<file path="config.mk">
export PLATFORM = sky130hd
export DESIGN_NAME = sequence_player
export DESIGN_NICKNAME = d
export VERILOG_FILES = /design/src/rtl/sequence_player_pkg.sv /design/src/rtl/sequence_ram.sv /design/src/rtl/sequence_player.sv
export SDC_FILE = /design/constraint.sdc
export NUM_CORES = 1
export LEC_CHECK = 0
export BUFFER_PORTS_ARGS = -buffer_cell sky130_fd_sc_hd__buf_2
export CORE_UTILIZATION = 55
export DETAILED_ROUTE_END_ITERATION = 16
export GPL_ROUTABILITY_DRIVEN = 0
export PLACE_DENSITY = 0.85
export SYNTH_ARGS = -nofsm -noshare
export SYNTH_HDL_FRONTEND = slang
export SYNTH_SLANG_ARGS = --single-unit
</file>
<file path="constraint.sdc">
create_clock -name clock -period 2.8 [get_ports clock]
set_input_delay 0 -clock clock [delete_from_list [all_inputs] [get_ports clock]]
set_output_delay 0 -clock clock [all_outputs]
set_load 0.02 [all_outputs]
</file>
<file path="src/rtl/sequence_player_pkg.sv">
// Shared definitions for the memory-game sequence logic: playback FSM
// state encoding, default symbol width / sequence depth, and a small helper.
package sequence_player_pkg;

    localparam int DEFAULT_N     = 3;
    localparam int DEFAULT_DEPTH = 16;

    typedef enum logic [1:0] {
        IDLE       = 2'd0,
        SHOW       = 2'd1,
        GAP        = 2'd2,
        WAIT_INPUT = 2'd3
    } play_state_t;

    // Larger of two integers, used to size the shared show/gap timer.
    function automatic int max_int(input int a, input int b);
        return (a > b) ? a : b;
    endfunction

endpackage

</file>
<file path="src/rtl/sequence_ram.sv">
// DEPTH x N symbol store: one synchronous write port, one asynchronous read
// port. Contents are deliberately not reset; the owner tracks valid length.
module sequence_ram
    import sequence_player_pkg::*;
#(
    parameter int N         = DEFAULT_N,
    parameter int DEPTH     = DEFAULT_DEPTH,
    parameter int LOG_DEPTH = 4
) (
    input  logic                 clock,
    input  logic                 write_en,
    input  logic [LOG_DEPTH-1:0] write_addr,
    input  logic [N-1:0]         write_data,
    input  logic [LOG_DEPTH-1:0] read_addr,
    output logic [N-1:0]         read_data
);

    logic [N-1:0] mem [DEPTH];

    // Store one symbol per write strobe.
    always_ff @(posedge clock) begin
        if (write_en) begin
            mem[write_addr] <= write_data;
        end
    end

    assign read_data = mem[read_addr];

endmodule

</file>
<file path="src/rtl/sequence_player.sv">
// Stores the generated symbol sequence, plays it back to the display
// (SHOW_CYCLES lit + GAP_CYCLES blank per symbol), then checks presses in order.
//
// All control inputs (append, start, press) are single-cycle pulses sampled
// on the rising clock edge; there is no back-pressure. round_ok and mismatch
// are single-cycle result pulses registered on the edge that sampled press.
module sequence_player
    import sequence_player_pkg::*;
#(
    parameter int N           = DEFAULT_N,
    parameter int DEPTH       = DEFAULT_DEPTH,
    parameter int LOG_DEPTH   = 4,
    parameter int SHOW_CYCLES = 8,
    parameter int GAP_CYCLES  = 2
) (
    input  logic               clock,
    input  logic               reset,
    input  logic               append,
    input  logic [N-1:0]       symbol_in,
    input  logic               start,
    input  logic               press,
    input  logic [N-1:0]       press_symbol,
    output logic               show_valid,
    output logic [N-1:0]       show_symbol,
    output logic               busy,
    output logic               round_ok,
    output logic               mismatch,
    output logic               full,
    output logic [LOG_DEPTH:0] length
);

    localparam int TIMER_W = $clog2(max_int(SHOW_CYCLES, GAP_CYCLES)) + 1;
    localparam logic [TIMER_W-1:0]   SHOW_LAST = TIMER_W'(SHOW_CYCLES - 1);
    localparam logic [TIMER_W-1:0]   GAP_LAST  = TIMER_W'(GAP_CYCLES - 1);
    localparam logic [LOG_DEPTH:0]   DEPTH_M1  = (LOG_DEPTH + 1)'(DEPTH - 1);
    localparam logic [LOG_DEPTH:0]   ONE       = (LOG_DEPTH + 1)'(1);

    play_state_t            state;
    logic [LOG_DEPTH-1:0]   idx;
    logic [TIMER_W-1:0]     timer;
    logic [LOG_DEPTH:0]     last_idx;
    logic                   at_last;
    logic                   write_en;
    logic [LOG_DEPTH-1:0]   read_addr;
    logic [N-1:0]           read_data;

    assign last_idx = length - ONE;
    assign at_last  = ({1'b0, idx} == last_idx);
    // Appends only land while idle and not full; the tail slot is length.
    assign write_en = (state == IDLE) && append && !full;

    // Read address: slot 0 when launching playback, the next slot while in
    // GAP (so the following SHOW can register it), otherwise the current one.
    always_comb begin
        read_addr = idx;
        if (state == IDLE) begin
            read_addr = '0;
        end else if (state == GAP) begin
            read_addr = idx + 1'b1;
        end
    end

    sequence_ram #(
        .N         (N),
        .DEPTH     (DEPTH),
        .LOG_DEPTH (LOG_DEPTH)
    ) u_ram (
        .clock      (clock),
        .write_en   (write_en),
        .write_addr (length[LOG_DEPTH-1:0]),
        .write_data (symbol_in),
        .read_addr  (read_addr),
        .read_data  (read_data)
    );

    // Playback / checking FSM with all outputs registered.
    always_ff @(posedge clock or posedge reset) begin
        if (reset) begin
            state       <= IDLE;
            idx         <= '0;
            timer       <= '0;
            length      <= '0;
            full        <= 1'b0;
            show_valid  <= 1'b0;
            show_symbol <= '0;
            busy        <= 1'b0;
            round_ok    <= 1'b0;
            mismatch    <= 1'b0;
        end else begin
            round_ok <= 1'b0;
            mismatch <= 1'b0;
            case (state)
                IDLE: begin
                    // append has priority: a simultaneous start is dropped
                    if (append) begin
                        if (!full) begin
                            length <= length + ONE;
                            full   <= (length == DEPTH_M1);
                        end
                    end else if (start && (length != '0)) begin
                        idx         <= '0;
                        timer       <= '0;
                        state       <= SHOW;
                        show_valid  <= 1'b1;
                        show_symbol <= read_data;
                        busy        <= 1'b1;
                    end
                end
                SHOW: begin
                    if (timer == SHOW_LAST) begin
                        timer       <= '0;
                        state       <= GAP;
                        show_valid  <= 1'b0;
                        show_symbol <= '0;
                    end else begin
                        timer <= timer + 1'b1;
                    end
                end
                GAP: begin
                    if (timer == GAP_LAST) begin
                        timer <= '0;
                        if (at_last) begin
                            idx   <= '0;
                            state <= WAIT_INPUT;
                        end else begin
                            idx         <= idx + 1'b1;
                            state       <= SHOW;
                            show_valid  <= 1'b1;
                            show_symbol <= read_data;
                        end
                    end else begin
                        timer <= timer + 1'b1;
                    end
                end
                WAIT_INPUT: begin
                    if (press) begin
                        if (press_symbol == read_data) begin
                            if (at_last) begin
                                round_ok <= 1'b1;
                                busy     <= 1'b0;
                                idx      <= '0;
                                state    <= IDLE;
                            end else begin
                                idx <= idx + 1'b1;
                            end
                        end else begin
                            // wrong press ends the game: sequence is discarded
                            mismatch <= 1'b1;
                            length   <= '0;
                            full     <= 1'b0;
                            busy     <= 1'b0;
                            idx      <= '0;
                            state    <= IDLE;
                        end
                    end
                end
                default: begin
                    state <= IDLE;
                end
            endcase
        end
    end

endmodule

</file>
==> impl_results.rst, run 1 <==
.. list-table::
   :header-rows: 1

   * - Metric
     - Value
   * - Final critical-path required period
     - 3118 ps
   * - Post-Syn Area
     - 4076 um^2
   * - Syn-to-layout area delta
     - 28.64%
   * - Die area
     - 7760 um^2
   * - Unique cell type count in the Yosys netlist
     - 63
   * - Count of routing violations after the opening detailed-route iteration
     - 582
   * - Vias in the first global route
     - 3569
   * - Post-detailed-placement half-perimeter wirelength
     - 7508 um
   * - Post-synthesis instance total
     - 390
   * - Total placed instance area
     - 4593 um^2
   * - Vertical extent of the die
     - 88.09 um
   * - Start point of the critical path
     - state[0]
   * - Maximum number of pins on one net before global-route repair
     - 24
   * - Post-synthesis net count
     - 414
   * - Worst ir drop on vdd
     - 0.5510 mV
   * - Final Net Count
     - 489
   * - Element type at the critical path end
     - flip-flop
   * - Remaining DRCs
     - 0
   * - Clock tree from TritonCTS
     - built
   * - Avg Cell Area, Syn
     - 10.45 um^2
   * - Count of flip-flops with a built-in enable after synthesis
     - 48
   * - Minimum hold slack
     - 32.33 ps
   * - Number of routed nets with antenna violations
     - 0
   * - Sequential share of the synthesized area
     - 49.48%
   * - Area inside the core boundary
     - 7214 um^2
   * - Run status
     - finished with violations
   * - Number of register bits inferred by synthesis
     - 71
   * - Maximum clock insertion buffer count
     - 2
   * - Hold Violations, Final
     - 0
   * - Relative slew slack
     - 37.34%
   * - Finished Cell Area
     - 5244 um^2
   * - Grt ovf
     - 0
   * - Final WL
     - 13250 um
   * - Maximum level of the CTS H-tree
     - 3
   * - Data required time of the worst path
     - 3070 ps
   * - Largest cells by area after synthesis
     - sky130_fd_sc_hd__edfxtp_1, sky130_fd_sc_hd__dfrtp_1, sky130_fd_sc_hd__nand2_1
   * - Total number of vias
     - 3878
   * - Clk pin slew, worst setup/hold paths
     - 90 ps
   * - WP data arrival
     - 3390 ps
   * - # rows
     - 31
   * - Violations in the final reports
     - negative setup slack
   * - Highest fanout seen on the critical path
     - 6
   * - Async set-reset flop share out of synthesis
     - 32.39%
   * - Switching share of power
     - 44.14%
   * - Library cell with the highest instance count after synthesis
     - sky130_fd_sc_hd__edfxtp_1
   * - PnR worst setup slack
     - -317.6 ps
   * - Setup repair after global routing missed its margin
     - yes
   * - Routed len/inst
     - 23.28 um
   * - Synth top area share
     - 35.36%
   * - Number of antenna cells inserted
     - 0
   * - Port Buffers
     - 23
   * - Type of origin of the critical path
     - flip-flop
   * - Dominant cell type by area after synthesis
     - sky130_fd_sc_hd__edfxtp_1
   * - Worst min path class
     - in -> reg
   * - Fin. max-slew vios
     - 0
   * - CTS buffer count
     - 9
   * - Initial antenna violation count
     - 0
   * - Power per Cell Area
     - 1192 nW/um^2
   * - Leading cell types by count after synthesis
     - sky130_fd_sc_hd__edfxtp_1, sky130_fd_sc_hd__nand2_1, sky130_fd_sc_hd__dfrtp_1
   * - Total GRT Usage
     - 33.19%
   * - Pleak
     - 2.019 nW
   * - Number of top-level design ports
     - 24
   * - Fin crit share
     - 111.3%
   * - Number of detailed-routing iterations run before antenna repair
     - 8
   * - Gate power share
     - 63.8%
   * - Most used flip-flop cell after synthesis
     - sky130_fd_sc_hd__edfxtp_1
   * - Type of the worst setup path
     - reg -> reg
   * - Setup violation total in the final timing report
     - 14
   * - Synth warn
     - 0
   * - Clock latency on the worst-skew pair
     - 360 ps
   * - Total number of clock tree sinks
     - 71
   * - Fraction of layout cells with a size suffix above 1
     - 34.68%
   * - Worst hold path startpoint
     - symbol_in[1]
   * - Starting density of the core
     - 56.50%
   * - Switching power
     - 2.760 mW
   * - Tightest Pin Transition
     - 938.9 ps
   * - Die extent in x
     - 88.09 um
   * - Critical path cell sequence
     - inv_2 -> buf_4 -> ha_4 -> buf_4 -> or2_4 -> buf_6 -> a211oi_2 -> a211oi_2 -> a2111oi_4 -> xnor2_2 -> or3_4 -> and2_4 -> a31oi_1
   * - Clock power share
     - 14.7%
   * - Wire length of the first global-routing pass
     - 18780 um
   * - Internal power
     - 3.493 mW
   * - Root cell of the clock tree
     - sky130_fd_sc_hd__clkbuf_8
   * - Count of max-cap constraint violations
     - 0
   * - Worst stage delay on the critical path
     - 440 ps
   * - Peak clock frequency supported by timing
     - 320.8 MHz
   * - Critical Path Slowest Stage Cell
     - sky130_fd_sc_hd__or3_4
   * - Sequential power share
     - 21.5%
   * - Worst reg2reg path startpoint
     - state[0]
   * - Via density
     - 6.815
   * - Layout Skew
     - 17.53 ps
## path summary, 6_finish.rpt
kind / end / slack [ps] / cells after the start
max: state[1] / -320 / 13
min: u_ram.mem[13][1] / 30 / 1
max reg2reg: state[1] / -320 / 13
min reg2reg: show_valid / 480 / 2
max in group asynchronous: idx[0] / 1750 / 3
min in group asynchronous: length[3] / 400 / 3
## layer usage
metal  up-vias  GRT usage, %  routed length [um]
li1       1587             -                   -
met5         -             0                   0
met4         0         19.06                 876
met3       107         7.257                1287
met2       340         53.35                6203
met1      1844         41.54                4880
## flip-flops by register name, indices dropped and copies added, names as in the netlist
signal and cells:
busy 1, full 1, show_valid 1, show_symbol 3, u_ram.mem 48, state 2
idx 4, length 5, timer 4, mismatch 1, round_ok 1
## cells in the final DEF, fill, tap and decap left out, drive strengths merged, types with 7 or more instances in the layout
master,Yosys,final
o21ai,18,18
dfrtp,23,23
xnor2,9,9
nand3,9,9
edfxtp,48,48
mux2i,10,10
clkbuf,8,9
nand2b,14,14
inv,15,16
nor3,10,10
nor2,16,17
a21oi,17,17
a22oi,11,11
buf,15,84
ha,13,13
and3,7,7
and2,14,14
nand2,47,47
## cell families (layout without fill, tap and decap cells)
family                   after synthesis  after routing  synth area share, %
flip-flops                            71             71                49.48
buffers and inverters                 38            117                4.573
adder cells (fa/ha/maj)               13             13                3.990
AO/OA/AOI/OAI                        102            102                17.99
AND/OR/NAND/NOR                      141            142                17.93
XOR/XNOR                              12             12                2.763
multiplexers                          13             13                3.284
## power by group through the flow
| stage | logic (mW) | clock network, mW | registers (mW) |
|---|---|---|---|
| final | 3.99 | 0.921 | 1.34 |
| after global routing | 4.15 | 0.969 | 1.35 |
| after CTS | 3.48 | 0.906 | 1.33 |
| after detailed placement | 2.97 | 0 | 1.35 |
| after global placement | 2.86 | 0 | 1.34 |
| after floorplan | 1.88 | 0 | 1.47 |
## per-stage QoR
stage / instances / power [mW] / worst slack (ps) / util [%] / TNS (ps)
2_1_floorplan: 390 / 3.350 / -55.73 / - / -106.4
3_3_place_gp: 539 / 4.203 / -288.3 / 63.67 / -2902
3_5_place_dp: 539 / 4.318 / -375.3 / 63.67 / -3880
4_1_cts: 568 / 5.718 / -132.0 / 70.92 / -818.2
5_1_grt: 569 / 6.475 / -407.1 / 72.68 / -4383
6_report: 569 / 6.253 / -317.6 / 72.68 / -2810
## critical path, delay by kind of cell, from the launching register on
kind	cells	cell delay, ps
xor+xnor	1	200
simple gates	3	830
compound gates	4	940
buf+inv	4	480
flops	1	380
fa+ha+maj	1	180
## area by class of cell
class                   instances  area (um^2)
multi-input cells             282         2191
flip-flops and latches         71         2021
fillers                       436         1971
repair buffers                 86        631.9
clock buffers                   9        123.9
well taps                      99        123.9
clock inverters                 7        96.34
inverters                      15        56.30
## repair_timing
action                                  in CTS  in global routing
hold endpoints to repair                    25                  0
hold buffers                                 2                  0
buffers inserted                            10                  1
gates resized for setup                     35                 28
gates cloned                                 1                  0
endpoints found under the setup margin      15                 15
pin swaps                                   11                 11
No activity file was read; power rests on OpenSTA's default activity.
==> inputs of run 2 (changes only) <==
--- a/config.mk
+++ b/config.mk
@@ -6,10 +6,11 @@
 export NUM_CORES = 1
 export LEC_CHECK = 0
 export BUFFER_PORTS_ARGS = -buffer_cell sky130_fd_sc_hd__buf_2
+export CORE_MARGIN = 3
 export CORE_UTILIZATION = 55
 export DETAILED_ROUTE_END_ITERATION = 16
 export GPL_ROUTABILITY_DRIVEN = 0
-export PLACE_DENSITY = 0.85
+export PLACE_DENSITY = 0.76
 export SYNTH_ARGS = -nofsm -noshare
 export SYNTH_HDL_FRONTEND = slang
 export SYNTH_SLANG_ARGS = --single-unit
==> run 2 against run 1 <==
Compared with the run above:
- the run still ends with negative setup slack left
- worst hold slack improved by 3.7 ps
- clock skew shrank 11 ps
- first-iteration DRC count fell by 16%
- power is 2.4% higher
- global-route usage decreased by 6.6 points
- cell area rose by 3.1%
- wire length decreased by 4.3%
- critical path type unchanged
==> impl_results.rst, run 2 (synthesis results as in run 1) <==
.. list-table::
   :header-rows: 1

   * - Metric
     - Value
   * - Highest-count cells in the layout ignoring fill and taps
     - sky130_fd_sc_hd__buf_4, sky130_fd_sc_hd__edfxtp_1, sky130_fd_sc_hd__nand2_1
   * - Routed len/inst
     - 22.13 um
   * - Setup violation total in the final timing report
     - 15
   * - Switching power
     - 2.850 mW
   * - Starting density of the core
     - 58.39%
   * - Internal power
     - 3.554 mW
   * - Maximum clock insertion buffer count
     - 2
   * - Area inside the core boundary
     - 6982 um^2
   * - Final core area utilization
     - 77.40%
   * - Fin crit share
     - 115.4%
   * - Regs by FF count
     - u_ram.mem (48), length (5)
   * - Number of top-level design ports
     - 24
   * - Violations in the final reports
     - negative setup slack
   * - Crit path max-delay family
     - compound AO/OA/AOI/OAI gates
   * - Post-detailed-placement half-perimeter wirelength
     - 7099 um
   * - Vias in the first global route
     - 3348
   * - Total GRT Usage
     - 26.61%
   * - Fraction of layout cells with a size suffix above 1
     - 36.90%
   * - Worst min path class
     - in -> reg
   * - Count of max-cap constraint violations
     - 0
   * - Setup repair after global routing missed its margin
     - yes
   * - Clk pin slew, worst setup/hold paths
     - 90 ps
   * - WP data arrival
     - 3510 ps
   * - Power per Cell Area
     - 1185 nW/um^2
   * - Data required time of the worst path
     - 3070 ps
   * - Register with the most flip-flops
     - u_ram.mem
   * - Vertical extent of the die
     - 92.09 um
   * - Clock tree from TritonCTS
     - built
   * - Clock power share
     - 13.5%
   * - Final WL
     - 12680 um
   * - # rows
     - 30
   * - Final critical-path required period
     - 3231 ps
   * - Root cell of the clock tree
     - sky130_fd_sc_hd__clkbuf_8
   * - Die area
     - 8481 um^2
   * - Remaining DRCs
     - 0
   * - Syn-to-layout area delta
     - 32.57%
   * - Critical path's most frequent cell
     - sky130_fd_sc_hd__buf_4
   * - Worst ir drop on vdd
     - 0.7034 mV
   * - Fin. max-slew vios
     - 0
   * - Sequential power share
     - 20.9%
   * - Via density
     - 6.625
   * - Register-to-Register Path Depth
     - 14
   * - Gate power share
     - 65.6%
   * - Worst stage delay on the critical path
     - 450 ps
   * - Maximum level of the CTS H-tree
     - 3
   * - Most common library cell in the layout ignoring fill and taps
     - sky130_fd_sc_hd__buf_4
   * - Fin cells
     - 573
   * - Number of antenna cells inserted
     - 0
   * - Port Buffers
     - 23
   * - Die extent in x
     - 92.09 um
   * - Tightest Pin Transition
     - 858.5 ps
   * - Switching share of power
     - 44.50%
   * - Number of cells on the worst hold path
     - 1
   * - Peak clock frequency supported by timing
     - 309.5 MHz
   * - Maximum number of pins on one net before global-route repair
     - 27
   * - CTS buffer count
     - 9
   * - Type of origin of the critical path
     - flip-flop
   * - Run status
     - finished with violations
   * - Placed cell count
     - 534
   * - Number of detailed-routing iterations run before antenna repair
     - 7
   * - Hold Violations, Final
     - 0
   * - Relative slew slack
     - 42.70%
   * - Critical Path Slowest Stage Cell
     - sky130_fd_sc_hd__dfrtp_1
   * - Initial antenna violation count
     - 0
   * - PnR worst setup slack
     - -431.5 ps
   * - Layout Skew
     - 6.673 ps
   * - Final Net Count
     - 496
   * - Pre-CTS setup slack
     - -379.8 ps
   * - Clock latency on the worst-skew pair
     - 370 ps
   * - Total number of clock tree sinks
     - 71
   * - Bufs and invs on worst path
     - 4
   * - Highest fanout seen on the critical path
     - 8
   * - Number of routed nets with antenna violations
     - 0
   * - Critical Path Stages
     - 14
   * - Count of routing violations after the opening detailed-route iteration
     - 487
   * - Minimum hold slack
     - 36.03 ps
   * - Total number of vias
     - 3796
   * - Element type at the critical path end
     - flip-flop
   * - Critical path cell sequence
     - ha_4 -> buf_12 -> buf_6 -> nor2_4 -> a22oi_2 -> o22ai_1 -> o22ai_2 -> a2111oi_4 -> buf_4 -> xnor2_4 -> buf_4 -> nor3_4 -> nand2_1 -> a41oi_1
   * - Grt ovf
     - 0
   * - Pleak
     - 2.095 nW
   * - Type of the worst setup path
     - reg -> reg
   * - Wire length of the first global-routing pass
     - 17410 um
   * - Number of flip-flops under the largest register name
     - 48
-- run 2: cell count changes in the layout (fill, tap and decap cells not counted), sizes merged --
cell / delta
inv: +1
clkinv: +2
clkinvlp: -2
buf: +7
bufinv: -1
-- run 2: timing repair --
item	CTS	global route
gates cloned	2	0
hold buffers	2	0
pin swaps	23	19
gates resized for setup	37	40
setup buffers	12	7
endpoints found under the setup margin	15	16
endpoints found under the hold margin	25	0
-- run 2: final cells by class --
type                       count  area, um^2
sequential                    71        2019
fill                         410        1578
inverter                      15       56.30
clock buffer                   9       123.9
clock inverter                 7       81.33
multi-input combinational    282        2305
tap                           96       120.1
timing repair buffer          93       698.2
-- run 2: worst paths after layout --
kind	slack, ps	from	to
max in group asynchronous	1830	reset	idx[1]
setup reg to reg	-430	state[1]	busy
hold reg to reg	480	show_symbol[2]	show_symbol[2]
min in group asynchronous	380	reset	length[1]
hold / removal	40	symbol_in[1]	u_ram.mem[3][1]
setup / recovery	-430	state[1]	busy
-- run 2: power groups by stage --
stage | sequential, mW | clock, mW | combinational, mW
finish | 1.34 | 0.866 | 4.20
CTS | 1.33 | 0.862 | 3.41
floorplan | 1.47 | 0 | 1.88
global placement | 1.34 | 0 | 2.85
detailed placement | 1.35 | 0 | 2.92
global route | 1.35 | 0.913 | 4.40
-- run 2: layer usage --
layer / routed length (um) / track usage (%) / up-vias / share of wire, %
li1: - / - / 1607 / -
met1: 4924 / 36.20 / 1819 / 39
met2: 5920 / 42.09 / 274 / 47
met3: 1020 / 4.922 / 96 / 8.0
met4: 814 / 10.77 / 0 / 6.4
met5: 0 / 0 / - / 0
-- run 2: worst register-to-register path, delay by kind of cell (launching register included) --
family / cells / cell delay [ps]
buffers and inverters: 4 / 650
adder cells (fa/ha/maj): 1 / 220
AND/OR/NAND/NOR: 3 / 490
AO/OA/AOI/OAI: 5 / 1210
XOR/XNOR: 1 / 110
flip-flops: 1 / 450
-- run 2: metrics by stage --
stage               instance area [um^2]  total power, mW  TNS (ps)
global placement                    4574            4.197     -4133
floorplan                           4116            3.350    -106.4
global route                        5404            6.664     -5775
detailed placement                  4574            4.267     -4383
finish                              5404            6.403     -5102
CTS                                 5111            5.601     -1760
